==> config.mk <==
export PLATFORM = sky130hd
export DESIGN_NAME = prog_mem_ld
export DESIGN_NICKNAME = d
export VERILOG_FILES = /design/src/rtl/prog_mem_ld.sv
export SDC_FILE = /design/constraint.sdc
export NUM_CORES = 1
export LEC_CHECK = 0
export BUFFER_PORTS_ARGS = -buffer_cell sky130_fd_sc_hd__buf_2
export CAP_MARGIN = 15
export CORE_AREA = 4 4 102 104
export CTS_BUF_LIST = sky130_fd_sc_hd__clkbuf_4 sky130_fd_sc_hd__clkbuf_8 sky130_fd_sc_hd__clkbuf_16
export DETAILED_ROUTE_END_ITERATION = 16
export DIE_AREA = 0 0 106 108
export HOLD_SLACK_MARGIN = 0.15
export PLACE_DENSITY = 0.79
export SETUP_SLACK_MARGIN = 0.4
export SLEW_MARGIN = 20
export SYNTH_ARGS = -nofsm -noshare
export SYNTH_HDL_FRONTEND = slang
export SYNTH_SLANG_ARGS = --single-unit
==> constraint.sdc <==
create_clock -name clk -period 3.3 [get_ports clk]
set_input_delay 0.165 -clock clk [delete_from_list [all_inputs] [get_ports clk]]
set_output_delay 0.165 -clock clk [all_outputs]
set_load 0.02 [all_outputs]
==> src/rtl/prog_mem_ld.sv <==
// Writable program memory: registered fetch port plus a full-array byte-stream loader.
// Optional load checksum enabled by defining PROG_MEM_LD_CSUM_EN.
module prog_mem_ld #(
  parameter int unsigned          ADDR_W = 4,
  parameter int unsigned          DATA_W = 8,
  parameter logic [DATA_W-1:0]    FILL   = '0
) (
  input  logic              clk,
  input  logic              n_reset,
  input  logic [ADDR_W-1:0] ad,
  input  logic              rd_en,
  // fetched word; 'do' is a reserved word, hence dout
  output logic [DATA_W-1:0] dout,
  output logic              do_valid,
  input  logic              ld_start,
  input  logic              ld_valid,
  input  logic [DATA_W-1:0] ld_data,
  output logic              ld_ready,
  output logic              ld_done,
  output logic              busy,
  output logic [DATA_W-1:0] ld_csum
);

  localparam int unsigned DEPTH = 2 ** ADDR_W;
  localparam logic [ADDR_W-1:0] LAST = '1;

  typedef enum logic [1:0] {
    S_CLEAR = 2'd0,
    S_IDLE  = 2'd1,
    S_LOAD  = 2'd2,
    S_DONE  = 2'd3
  } state_t;

  state_t              state, state_n;
  logic [ADDR_W-1:0]   cnt, cnt_n;
  logic                wr_en;
  logic [DATA_W-1:0]   wr_data;
  logic [DATA_W-1:0]   mem [DEPTH];

  always_ff @(posedge clk or negedge n_reset) begin
    if (!n_reset) begin
      state <= S_CLEAR;
      cnt   <= '0;
    end else begin
      state <= state_n;
      cnt   <= cnt_n;
    end
  end

  always_comb begin
    state_n = state;
    cnt_n   = cnt;
    wr_en   = 1'b0;
    wr_data = FILL;
    case (state)
      S_CLEAR: begin
        wr_en = 1'b1;
        cnt_n = cnt + 1'b1;
        if (cnt == LAST) state_n = S_IDLE;
      end
      S_IDLE: begin
        if (ld_start) begin
          state_n = S_LOAD;
          cnt_n   = '0;
        end
      end
      S_LOAD: begin
        if (ld_valid) begin
          wr_en   = 1'b1;
          wr_data = ld_data;
          cnt_n   = cnt + 1'b1;
          if (cnt == LAST) state_n = S_DONE;
        end
      end
      S_DONE:  state_n = S_IDLE;
      default: state_n = S_CLEAR;
    endcase
  end

  assign busy     = (state == S_CLEAR) || (state == S_LOAD);
  assign ld_ready = (state == S_LOAD);
  assign ld_done  = (state == S_DONE);

  // Array has no reset; CLEAR rewrites every word after each reset release.
  always_ff @(posedge clk) begin
    if (wr_en) mem[cnt] <= wr_data;
  end

  always_ff @(posedge clk or negedge n_reset) begin
    if (!n_reset) begin
      dout     <= '0;
      do_valid <= 1'b0;
    end else begin
      do_valid <= 1'b0;
      if ((state == S_IDLE) && rd_en) begin
        dout     <= mem[ad];
        do_valid <= 1'b1;
      end
    end
  end

`ifdef PROG_MEM_LD_CSUM_EN
  logic              csum_clr;
  logic              csum_add;
  logic [DATA_W-1:0] csum_q;

  assign csum_clr = (state == S_IDLE) && ld_start;
  assign csum_add = (state == S_LOAD) && ld_valid;

  always_ff @(posedge clk or negedge n_reset) begin
    if (!n_reset)      csum_q <= '0;
    else if (csum_clr) csum_q <= '0;
    else if (csum_add) csum_q <= csum_q + ld_data;
  end

  assign ld_csum = csum_q;
`else
  assign ld_csum = '0;
`endif

endmodule
Word-level counts from Yosys, hierarchy flattened:

Memories as Yosys holds them, arrays and structs flattened. A register that Yosys moved wholly into a read port is not among the register bits.
Index checks and enable logic that the tools add are counted.
Widths: inputs -> output; s select.

* bits in registers: 7
* latch bits: 0
* RAM bits: 128
* memory bits (read-only): 0
* bits of input ports: 17
* output and inout port bits: 20
* word-level logic and storage cells: 35
* memories kept: 1

Memories
* mem: depth 16, width 8, read ports 1, clocked after Yosys merged registers in 1, wr ports 1, RTL line 38 `logic [DATA_W-1:0] mem [DEPTH];`

* add/sub/neg operators: 1
* $mul: 0
* div/mod/pow operators: 0
* $lt $le $gt $ge: 0
* eq/ne operators: 8
* shift-type cells: 0
* muxes and demuxes: 15
* bitwise operators: 0
* reductions and logical operators: 7

Operators with widths (count)
* $mux 8: 2
* $pmux 4 s3: 1
* $mux 2: 4
* $mux 4: 2
* $pmux 2 s4: 1
* $ne 2x2->1 const B: 3
* $add 4x1->4 const B: 1
* $eq 2x2->1 const B: 2
* $eq 4x4->1 const B: 1
* $mux 1: 4
* $reduce_and 4->1: 1
* $reduce_and 3->1: 1
* $reduce_bool 3->1: 1
* $eq 2x1->1 const B: 1
* $logic_not 2->1: 1
* $ne 2x1->1 const B: 1
* $pmux 1 s2: 1
* $logic_and 1x1->1: 1
* $logic_not 1->1: 1
* $logic_or 1x1->1: 1

Longest topological paths before layout:

* depth in word-level cells: 4
* gate-level depth with buffers: 7
* mapped depth without buffers: 6

Worst setup path before layout:

Ideal clock, no wire load.

* path type: register to register
* from: register state[0]
* to: memory mem[11][0] (enable)
* setup time: 332 ps
* arrival time: 1314 ps
* required time: 2968 ps
* slack: 1655 ps
* cell stages (with the launch flop): 6
* path buffers: 0
* clock period less this slack: 1645 ps
* path through: dfrtp_1 -> inv_1 -> ha_1 -> a21oi_1 -> nor3b_1 -> and2_1

* cells in the longest elaborated chain, start to end: 4
* elaborated cells between the ends (all ways): 5
* those cells by class: eq/ne: 1; mux: 3; reduce/logical: 1

Ends and longest elaborated chain
* from (decl): RTL line 34 `state_t state, state_n;`
* from (signal assigned): RTL line 45 `state <= state_n;`
* $eq 2x2->1 / $logic_not 2->1 (equally long branches): RTL line 55 `case (state)`
* $pmux 1 s2 *: RTL line 55
* $mux 1 *: RTL line 86 `if (wr_en) mem[cnt] <= wr_data;`
* $mux 1 (not written as such) *: RTL line 86
* to (decl): RTL line 38

Every way passes the cells marked *; elsewhere a longest branch is shown, timed or not.

Worst setup path after layout:

Ends and elaborated chain as after synthesis.

==> flow_summary.yaml <==
yosys:
  ys_ff_latch: 143
  synth_ff_type: "edfxtp_1"
  syn_area_sq_um: 6000
  synth_area_leader_cell: "edfxtp_1"
  synthTopCellsByCount: "128 x edfxtp_1, 66 x mux2i_1, 30 x nand2_1"
  ys_seq_area_share_pct: 70.3
  synth_area_leaders: "edfxtp_1 64%, mux2i_1 11%, dfrtp_1 6.3%"
  synth.avg_cell_area_sq_um: 15.6
  synth_cells: 385
  synth.most_common_cell: "edfxtp_1"
  synth_top_area_share_pct: 64.1
  synth_edf_count: 128
  synth_cell_types: 36
  yosysWarnings: 0
  ys_async_sr_fraction_pct: 10.5
die:
  pin_count: 37
  die_w_um: 106
  initial_core_util_pct: 62.8
  core_sq_um: 9550
  rows: 36
  dieArea_sq_um: 11400
  die_h_um: 108
setup_path:
  critPathMaxStageDelay_ps: 490
  slowest_stage: "and2_1"
  endpoint_kind: "register"
  reg2reg_depth: 5
  worstSetupPathType: "reg2reg"
  path_cells: "inv_1 > ha_1 > a21oi_1 > nor3b_1 > and2_1"
  arrival_ps: 2340
  timing.rr.start: "state[0]"
  cp-start-kind: "register"
  required_ps: 3470
  startpoint: "state[0]"
  r2r_setup_slack_ps: 1130
  timing.rr.end: "mem[11][0]"
  cp_max_fo: 8
clock_tree:
  ctsResizeCount: 0
  cts_buffers: 17
  post_cts_buffers: 0
  cts.sinks: 143
  clk_pin_slew_worst_paths_ps: 60
  ctsHoldBuffers: 6
  cts_root_buf: "clkbuf_8"
  clk_latency_ps: 520
  cts_htree_levels: 4
  cts_tree: "done"
  cts_buffer_depth: 2
worst_hold_path:
  holdPathStages: 5
  min-delay-path-class: "in2reg"
  holdCritStartpoint: "ad[2]"
  hold_path_end: "dout[3]"
global_routing:
  grt_max_degree: 65
  grtUsageTotal_pct: 24.0
  grt_antenna_before_repair: 0
  gr-total-overflow: 0
  grt_pass1_vias: 3445
  grt_pass1_wl_mm: 19.7
final_layout:
  syn2layout_area_growth_pct: 14.0
  nets: 447
  post-route-util_pct: 71.6
  nFillCells: 616
  diodes: 0
  drive_gt1_share_pct: 15.7
routing:
  drt-total-wl_mm: 13.0
  remaining_drc_errors: 0
  wl_per_cell_um: 23.0
  ant_nets: 0
  drt_iter0_markers: 303
  vias_per_cell: 6.06
  first_pass_iters: 7
  dr_total_vias: 3429
run:
  drv_cap: 0
placement:
  portBuffers: 28
  routabilityCongestion: 0.883
  detailed_place_hpwl_mm: 8.21
  dp_slack_ps: 1250
power_and_ir_drop:
  intPower_w: 0.00381
  power.share.clock_pct: 38.5
  p_comb_share_pct: 17.4
  power_density_nw_per_um2: 771
  vdd_drop_max_mv: 0.668
  seqPwrFrac_pct: 44.1
  leakagePower_nw: 2.65
  p_sw_w: 0.00146
  p_sw_share_pct: 27.7
timing:
  fin_hold_ws_ps: 180
  relSlewSlack_pct: 27.9
  tightest_slew_ps: 1080
  min_period_over_period_pct: 65.6
  fmax_mhz: 462
  slew_violations: 0
  setup_viol: 0
  rsz0062_at_grt: "false"
  fin_tns_setup_ps: 0
  fin_crit_ps: 2170
  finClkSkew_ps: 6.49
  finalHoldViolations: 0
  layout_setup_ws_ps: 1130
status:
  status: "finished, final reports clean"
layout make-up:
| cell class | instances | area (sq um) | area share [%] |
|---|---|---|---|
| sequential | 143 | 4220 | 61.7 |
| multi-input combinational | 217 | 1590 | 23.2 |
| clock buffer | 17 | 414 | 6.06 |
| clock inverter | 14 | 215 | 3.15 |
| timing repair buffer | 35 | 210 | 3.07 |
| tap | 133 | 166 | 2.43 |
| inverter | 7 | 26.3 | 0.384 |
power by group through the flow:
stage	logic (W)	clock network, W	registers (W)
finish	0.000916	0.00203	0.00233
detailed placement	0.000901	0	0.00236
floorplan	0.000566	0	0.00237
global route	0.000989	0.00212	0.00234
global placement	0.000871	0	0.00235
CTS	0.000915	0.00205	0.00232
cell usage in the layout (no fill, tap or decap), types with 2 or more instances in the layout:
cell and instances:
buf_4 2, inv_1 7, and3_1 8, clkinv_2 2, dfrtp_1 15, conb_1 8
bufinv_16 5, nor2_1 3, ha_1 9, clkbuf_16 16, a22oi_1 18, nand4_1 6
inv_6 2, mux2i_1 66, edfxtp_1 128, and2_1 17, nand2_1 30, nor2b_1 2
buf_2 27, clkinv_4 3, nand3_1 22, dlygate4sd3_1 6, nor3b_1 2, a21oi_1 10
worst max-delay path, delay by kind of cell (launching register included):
kind,cells,cell delay (ps)
AOI/OAI and AO/OA,1,150
adders and majority gates,1,210
buffers and inverters,1,140
DFF,1,400
and+or+nand+nor,2,920
metal layers:
metal	up-vias	global-route usage [%]	share of wire, %
li1	1515	-	-
met5	-	0	0
met1	1670	32.6	39
met4	0	9.71	3.1
met2	209	38.7	48
met3	35	4.72	9.4
sequential cells by signal, indices dropped and copies added, names as in the netlist:
register  flops
cnt           4
do_valid      1
dout          8
mem         128
state         2
logic make-up (layout without fill, tap and decap cells):
family	count (synthesis)	in the layout	synth area share, %
buffers and inverters	32	73	3.71
DFF	143	143	70.3
muxes	67	67	11.3
and+or+nand+nor	98	98	8.78
adders and majority gates	9	9	1.88
AOI/OAI and AO/OA	35	35	3.96
other	1	8	0.0625
through the flow:
| step | std cells | power [W] | cell area, sq um |
|---|---|---|---|
| 2_1_floorplan | 392 | 0.00294 | 6020 |
| 3_3_place_gp | 529 | 0.00322 | 6140 |
| 3_5_place_dp | 529 | 0.00326 | 6140 |
| 4_1_cts | 566 | 0.00528 | 6830 |
| 5_1_grt | 566 | 0.00545 | 6840 |
| 6_report | 566 | 0.00527 | 6840 |
worst max path at each step:
stage                             to  slack (ps)  cells after the start
after floorplan           mem[11][0]        1650                      5
after global placement    mem[11][4]        1350                      5
after detailed placement  mem[11][6]        1250                      5
after CTS                 mem[11][0]        1140                      5
after global routing      mem[11][0]        1010                      5
final                     mem[11][0]        1130                      5
Power figures use the tool's default switching activity.
